`src/rtl/dcp_pkg.sv`:
```
// Shared definitions for the DCP receive path: ASCII constants, command codes,
// the scanner state encoding and the default data width.
package dcp_pkg;

  localparam int DW = 32;

  localparam logic [7:0] ASC_SP = 8'h20;
  localparam logic [7:0] ASC_CR = 8'h0D;
  localparam logic [7:0] ASC_LF = 8'h0A;

  // Single-character commands understood by the DCP controller
  localparam logic [7:0] CMD_READ  = 8'h72;  // 'r'
  localparam logic [7:0] CMD_WRITE = 8'h77;  // 'w'
  localparam logic [7:0] CMD_HELP  = 8'h3F;  // '?'

  typedef enum logic [2:0] {
    ST_IDLE,
    ST_CHAR,
    ST_HEX_SKIP,
    ST_HEX_ACC,
    ST_DRAIN,
    ST_ACK,
    ST_HOLD
  } scan_state_t;

  // CR or LF ends a command line
  function automatic logic is_eol(input logic [7:0] b);
    return (b == ASC_CR) || (b == ASC_LF);
  endfunction

endpackage

```
`src/rtl/dcp_hex_decode.sv`:
```
// Combinational ASCII to hex-nibble decoder: 0-9, A-F, a-f.
module dcp_hex_decode (
  input  logic [7:0] ch,
  output logic       is_hex,
  output logic [3:0] nibble
);

  // Letters share the low nibble pattern 1..6, offset by 9 to reach 10..15
  always_comb begin
    is_hex = 1'b0;
    nibble = 4'd0;
    if (ch >= 8'h30 && ch <= 8'h39) begin
      is_hex = 1'b1;
      nibble = ch[3:0];
    end else if ((ch >= 8'h41 && ch <= 8'h46) || (ch >= 8'h61 && ch <= 8'h66)) begin
      is_hex = 1'b1;
      nibble = ch[3:0] + 4'd9;
    end
  end

endmodule

```
`src/rtl/dcp_scan.sv`:
```
// Receive-side token parser: turns the UART byte stream into single command
// characters or hex arguments on request of the DCP controller.
module dcp_scan #(
  parameter int DW         = dcp_pkg::DW,
  parameter int MAX_DIGITS = DW / 4
) (
  input  logic          clk,
  input  logic          rst,
  input  logic [7:0]    d_rx,
  input  logic          vld_rx,
  output logic          rdy_rx,
  input  logic          req_rx,
  input  logic          type_rx,
  output logic          ack_rx,
  output logic [DW-1:0] din_rx,
  output logic          flag_rx,
  output logic          err_rx
);

  import dcp_pkg::*;

  localparam int ACC_W = 4 * MAX_DIGITS;

  scan_state_t        state_q, state_d;
  logic [ACC_W-1:0]   acc_q, acc_d;
  logic [DW-1:0]      din_d;
  logic               flag_d, err_d;
  logic               cr_q, cr_d;   // last accepted byte was CR
  logic               is_hex;
  logic [3:0]         nib;
  logic               take;

  dcp_hex_decode u_hex (
    .ch     (d_rx),
    .is_hex (is_hex),
    .nibble (nib)
  );

  // Bytes are only consumed while a token is being scanned and the request is
  // still held, so nothing is taken across an abort or a DCP mux switch.
  assign rdy_rx = req_rx && ((state_q == ST_CHAR) || (state_q == ST_HEX_SKIP) ||
                             (state_q == ST_HEX_ACC) || (state_q == ST_DRAIN));
  assign ack_rx = (state_q == ST_ACK);
  assign take   = vld_rx && rdy_rx;

  // Next-state and next-output decode for the token scanner
  always_comb begin
    state_d = state_q;
    acc_d   = acc_q;
    din_d   = din_rx;
    flag_d  = flag_rx;
    err_d   = err_rx;
    cr_d    = cr_q;
    if (take) cr_d = (d_rx == ASC_CR);

    case (state_q)
      ST_IDLE: begin
        if (req_rx) begin
          acc_d   = '0;
          flag_d  = 1'b0;
          err_d   = 1'b0;
          state_d = type_rx ? ST_HEX_SKIP : ST_CHAR;
        end
      end

      ST_CHAR: begin
        if (!req_rx) begin
          state_d = ST_IDLE;
        end else if (take && d_rx != ASC_SP && !is_eol(d_rx)) begin
          din_d   = DW'(d_rx);
          flag_d  = 1'b0;
          state_d = ST_ACK;
        end
      end

      ST_HEX_SKIP: begin
        if (!req_rx) begin
          state_d = ST_IDLE;
        end else if (take) begin
          if (is_hex) begin
            acc_d   = ACC_W'(nib);
            state_d = ST_HEX_ACC;
          end else if (is_eol(d_rx)) begin
            // LF of a CR/LF pair belongs to the previous line, not an empty argument
            if (!(d_rx == ASC_LF && cr_q)) begin
              din_d   = '0;
              flag_d  = 1'b1;
              state_d = ST_ACK;
            end
          end else if (d_rx != ASC_SP) begin
            err_d   = 1'b1;
            state_d = ST_DRAIN;
          end
        end
      end

      ST_HEX_ACC: begin
        if (!req_rx) begin
          state_d = ST_IDLE;
        end else if (take) begin
          if (is_hex) begin
            acc_d = {acc_q[ACC_W-5:0], nib};
          end else if (d_rx == ASC_SP) begin
            din_d   = DW'(acc_q);
            flag_d  = 1'b0;
            state_d = ST_ACK;
          end else if (is_eol(d_rx)) begin
            din_d   = DW'(acc_q);
            flag_d  = 1'b1;
            state_d = ST_ACK;
          end else begin
            err_d   = 1'b1;
            state_d = ST_DRAIN;
          end
        end
      end

      ST_DRAIN: begin
        if (!req_rx) begin
          state_d = ST_IDLE;
        end else if (take && is_eol(d_rx)) begin
          din_d   = '0;
          flag_d  = 1'b1;
          err_d   = 1'b1;
          state_d = ST_ACK;
        end
      end

      ST_ACK:  state_d = ST_HOLD;
      ST_HOLD: state_d = ST_IDLE;
      default: state_d = ST_IDLE;
    endcase
  end

  // State, accumulator and result registers
  always_ff @(posedge clk or negedge rst) begin
    if (!rst) begin
      state_q <= ST_IDLE;
      acc_q   <= '0;
      din_rx  <= '0;
      flag_rx <= 1'b0;
      err_rx  <= 1'b0;
      cr_q    <= 1'b0;
    end else begin
      state_q <= state_d;
      acc_q   <= acc_d;
      din_rx  <= din_d;
      flag_rx <= flag_d;
      err_rx  <= err_d;
      cr_q    <= cr_d;
    end
  end

endmodule

```
`config.mk`:
```
export PLATFORM = sky130hd
export DESIGN_NAME = dcp_scan
export DESIGN_NICKNAME = d
export VERILOG_FILES = /design/src/rtl/dcp_pkg.sv /design/src/rtl/dcp_hex_decode.sv /design/src/rtl/dcp_scan.sv
export SDC_FILE = /design/constraint.sdc
export NUM_CORES = 1
export LEC_CHECK = 0
export ABC_AREA = 1
export CORE_UTILIZATION = 39
export CTS_BUF_LIST = sky130_fd_sc_hd__clkbuf_4
export CTS_CLUSTER_DIAMETER = 150
export DETAILED_ROUTE_END_ITERATION = 6
export HOLD_SLACK_MARGIN = 0.06
export PLACE_DENSITY_LB_ADDON = 0.25
export SETUP_SLACK_MARGIN = 0.3
export SYNTH_ARGS = -nofsm -noshare
export SYNTH_HDL_FRONTEND = slang
export SYNTH_SLANG_ARGS = --single-unit
```
`constraint.sdc`:
```
create_clock -name clk -period 2.3 [get_ports clk]
set_clock_uncertainty 0.2 [all_clocks]
set_input_delay 0.345 -clock clk [delete_from_list [all_inputs] [get_ports clk]]
set_output_delay 0.345 -clock clk [all_outputs]
set_load 0.05 [all_outputs]
```
==> flow_summary_export.csv <==
group,metric,value,unit
grt,grt_max_degree,32,
setup_path,cp_slowest_cell,"dfrtp_2",
drt,antenna_left,0,
setup_path,crit_top_cell,"nand2_4",
yosys,syn_inst,489,
die,start_util,0.399,
yosys,synth.distinct_cells,30,
timing,slew_headroom,0.579,
yosys,synth_area_leaders,"dfrtp_1 48%, nand2_1 16%, o21ai_0 8.6%",
timing,setup_tns,0,ns
clocking,cts_tree,"done",
final_layout,antenna_cells,0,
clocking,numCtsBuffers,9,
yosys,netlist_area,0.00367,mm²
placed_design,place.gp.congestion,0.923,
yosys,synth.top_cell.area_share,0.477,
grt,grt_pass1_wl,16.4,mm
yosys,yosys-top-cells-count,"156 x nand2_1, 70 x dfrtp_1, 63 x o21ai_0, 50 x inv_1, 45 x nor2_1",
die,io_pins,49,
final_layout,final_nets,614,
timing,final_hold_viol_count,0,
yosys,yosys.area.top_type,"dfrtp_1",
yosys,avgSynthCellArea,7.50,µm²
grt,grt_pass1_vias,3505,
final_layout,final_util,0.572,
setup_path,crit_family,"simple AND/OR/NAND/NOR gates",
clocking,clkTransAtPathRegs,0.13,ns
die,die_w,99.0,µm
grt,grt_antenna_before_repair,0,
power,p_per_area,1070,mW/mm²
placed_design,numPortBuffers,48,
setup_path,slowest_delay,0.49,ns
die,die_h,99.0,µm
final_layout,area_delta_synth_final,43.4,%
setup_path,cp-startpoint,"state_q[1]",
timing,timing.fmax,490,MHz
yosys,synth.yosys.seq_area_share,0.477,
yosys,synth_flop_cell,"dfrtp_1",
setup_path,crit_path_cell_trace,"nor2_4 -> nand2_2 -> nand2_4 -> nand3_4 -> inv_4 -> nand2_4 -> nand2_4 -> nand3_4 -> buf_4 -> buf_16 -> o21ai_1 -> nand2_1",
drt,vias,3551,
timing,setup_viol,0,
timing,grt_setup_unrepaired,"yes",
yosys,synth_edf_count,0,
run_status,status,"completed",
setup_path,r2r_cells,12,
setup_path,reg2reg_from,"state_q[1]",
setup_path,ff2ff_setup_slack,0.26,ns
yosys,yosysMostFrequentCell,"nand2_1",
timing,drv_slew,0,
yosys,synth.net_count,507,
yosys,ys_seq_elements,70,
setup_path,required,2.42,ns
worst_hold_path,hp-class,"in -> reg",
drt,routed_via_density,4.99,
drt,drt_iter0_drc,179,
grt,grt_usage,0.211,
die,rows,35,
job,cap_violations,0,
timing,hold_ws,0.262,ns
clocking,cts_max_level,3,
timing,period_share,0.888,
timing,post-route-min-period,2.04,ns
setup_path,cp.arrival,2.16,ns
clocking,root_buffer,"clkbuf_4",
setup_path,crit_path_start_kind,"flip-flop",
setup_path,critical_path_class,"reg -> reg",
clocking,clk_latency,0.41,ns
yosys,yosysWarnings,0,
setup_path,cp_num_cells,12,
die,die-area,0.00980,mm²
die,core-area,0.00920,mm²
drt,drt-total-wl,9.71,mm
clocking,cts.sink_count,70,
timing,worstMarginPinSlew,0.631,ns
grt,grt_overflow,0,
clocking,clk_path_buf_depth,2,
final_layout,layout-drive-gt1-share,0.288,
drt,drtPass1Iterations,5,
drt,wl_per_cell,13.6,µm
yosys,async_flop_share,1.00,
drt,drc,0,
setup_path,crit_fanout,16,
power,vdd_ir_drop_max,0.678,mV
setup_path,end_kind,"flip-flop",
placed_design,hpwl,6.32,mm
final_layout,fill_cells,846,
power,power_leakage,2.76,nW
setup_path,cp-endpoint,"din_rx[27]",
setup_path,cp_num_buf_inv,3,
setup_path,r2r-end,"din_rx[27]",
## stage by stage
stage	instance area [µm²]	power, mW	cells	worst slack [ns]
floorplan	3670	2.90	489	0.378
global placement	4570	3.72	669	-0.321
detailed placement	4570	3.75	669	-0.329
CTS	4990	5.32	705	0.239
global route	5260	5.93	712	0.173
finish	5260	5.61	712	0.258
## state kept, by name (all words and copies together) (netlist names)
name     flops
acc_q       32
cr_q         1
din_rx      32
flag_rx      1
state_q      3
err_rx       1
## per-layer routing
metal,vias up,global-route usage,part of all wire
li1,1769,-,-
met2,102,0.348,0.49
met5,-,0,0
met1,1665,0.277,0.45
met3,15,0.0404,0.047
met4,0,0.0735,0.014
## layout make-up
cell class / count / area, µm² / area share
clock buffers: 9 / 67.6 / 0.0128
clock inverters: 7 / 97.6 / 0.0185
inverters: 57 / 219 / 0.0416
multi-input cells: 340 / 1860 / 0.353
flip-flops and latches: 70 / 1750 / 0.333
well taps: 111 / 139 / 0.0264
repair buffers: 118 / 1130 / 0.215
## layout by cell type (no fill, tap or decap), types with 3 or more instances in the layout
cell type	Yosys	layout
nand2_1	156	136
dfrtp_1	70	68
buf_4	3	58
inv_1	50	44
nor2_1	45	42
dlygate4sd2_1	0	36
o21ai_0	63	28
nand3_1	29	23
o21ai_1	10	23
o21ai_2	0	21
nand2_2	3	15
inv_2	6	11
nand2_4	2	10
clkbuf_4	0	9
buf_12	0	9
nand3_2	2	6
nor2_4	3	5
a21oi_1	6	5
clkdlybuf4s50_1	0	5
nand4_1	4	4
nand3_4	1	3
o31ai_1	3	3
ha_1	5	3
## how the worst min path moves through the flow
stage          startpoint    endpoint  slack (ns)  cells after the start
2_1_floorplan         rst    acc_q[0]       -0.15                      0
3_3_place_gp          rst  din_rx[11]        0.20                      1
3_5_place_dp          rst   din_rx[9]        0.21                      1
4_1_cts               rst   din_rx[9]        0.29                      2
5_1_grt           d_rx[1]    acc_q[2]        0.28                      5
6_report          d_rx[5]        cr_q        0.26                      5
## worst min-delay path, stage by stage
cell	delay [ns]
dlymetal6s2s_1	0.12
nor2_2	0.06
buf_4	0.12
nand3_1	0.10
o21ai_0	0.09
## report_power, final
group / internal, mW / switching (mW)
Clock: 0.444 / 0.473
Combinational: 1.32 / 1.95
Sequential: 1.34 / 0.0878
Total: 3.11 / 2.51
## cells by family after synthesis
| group | Yosys count | synth area share |
|---|---|---|
| flip-flops | 70 | 0.477 |
| adder cells (fa/ha/maj) | 5 | 0.0170 |
| XOR/XNOR | 1 | 0.00239 |
| AND/OR/NAND/NOR | 248 | 0.288 |
| buffers and inverters | 79 | 0.0931 |
| AO/OA/AOI/OAI | 86 | 0.122 |
## what timing repair did
| action | 4_1_cts | 5_1_grt |
|---|---|---|
| endpoints found under the hold margin | 25 | 0 |
| pin swaps | 11 | 26 |
| buffers inserted | 16 | 7 |
| gates resized for setup | 90 | 73 |
| setup endpoints to repair | 103 | 54 |
| gates cloned | 3 | 0 |
| hold buffers | 1 | 0 |
Note: power is estimated with default switching activity, not from simulation.
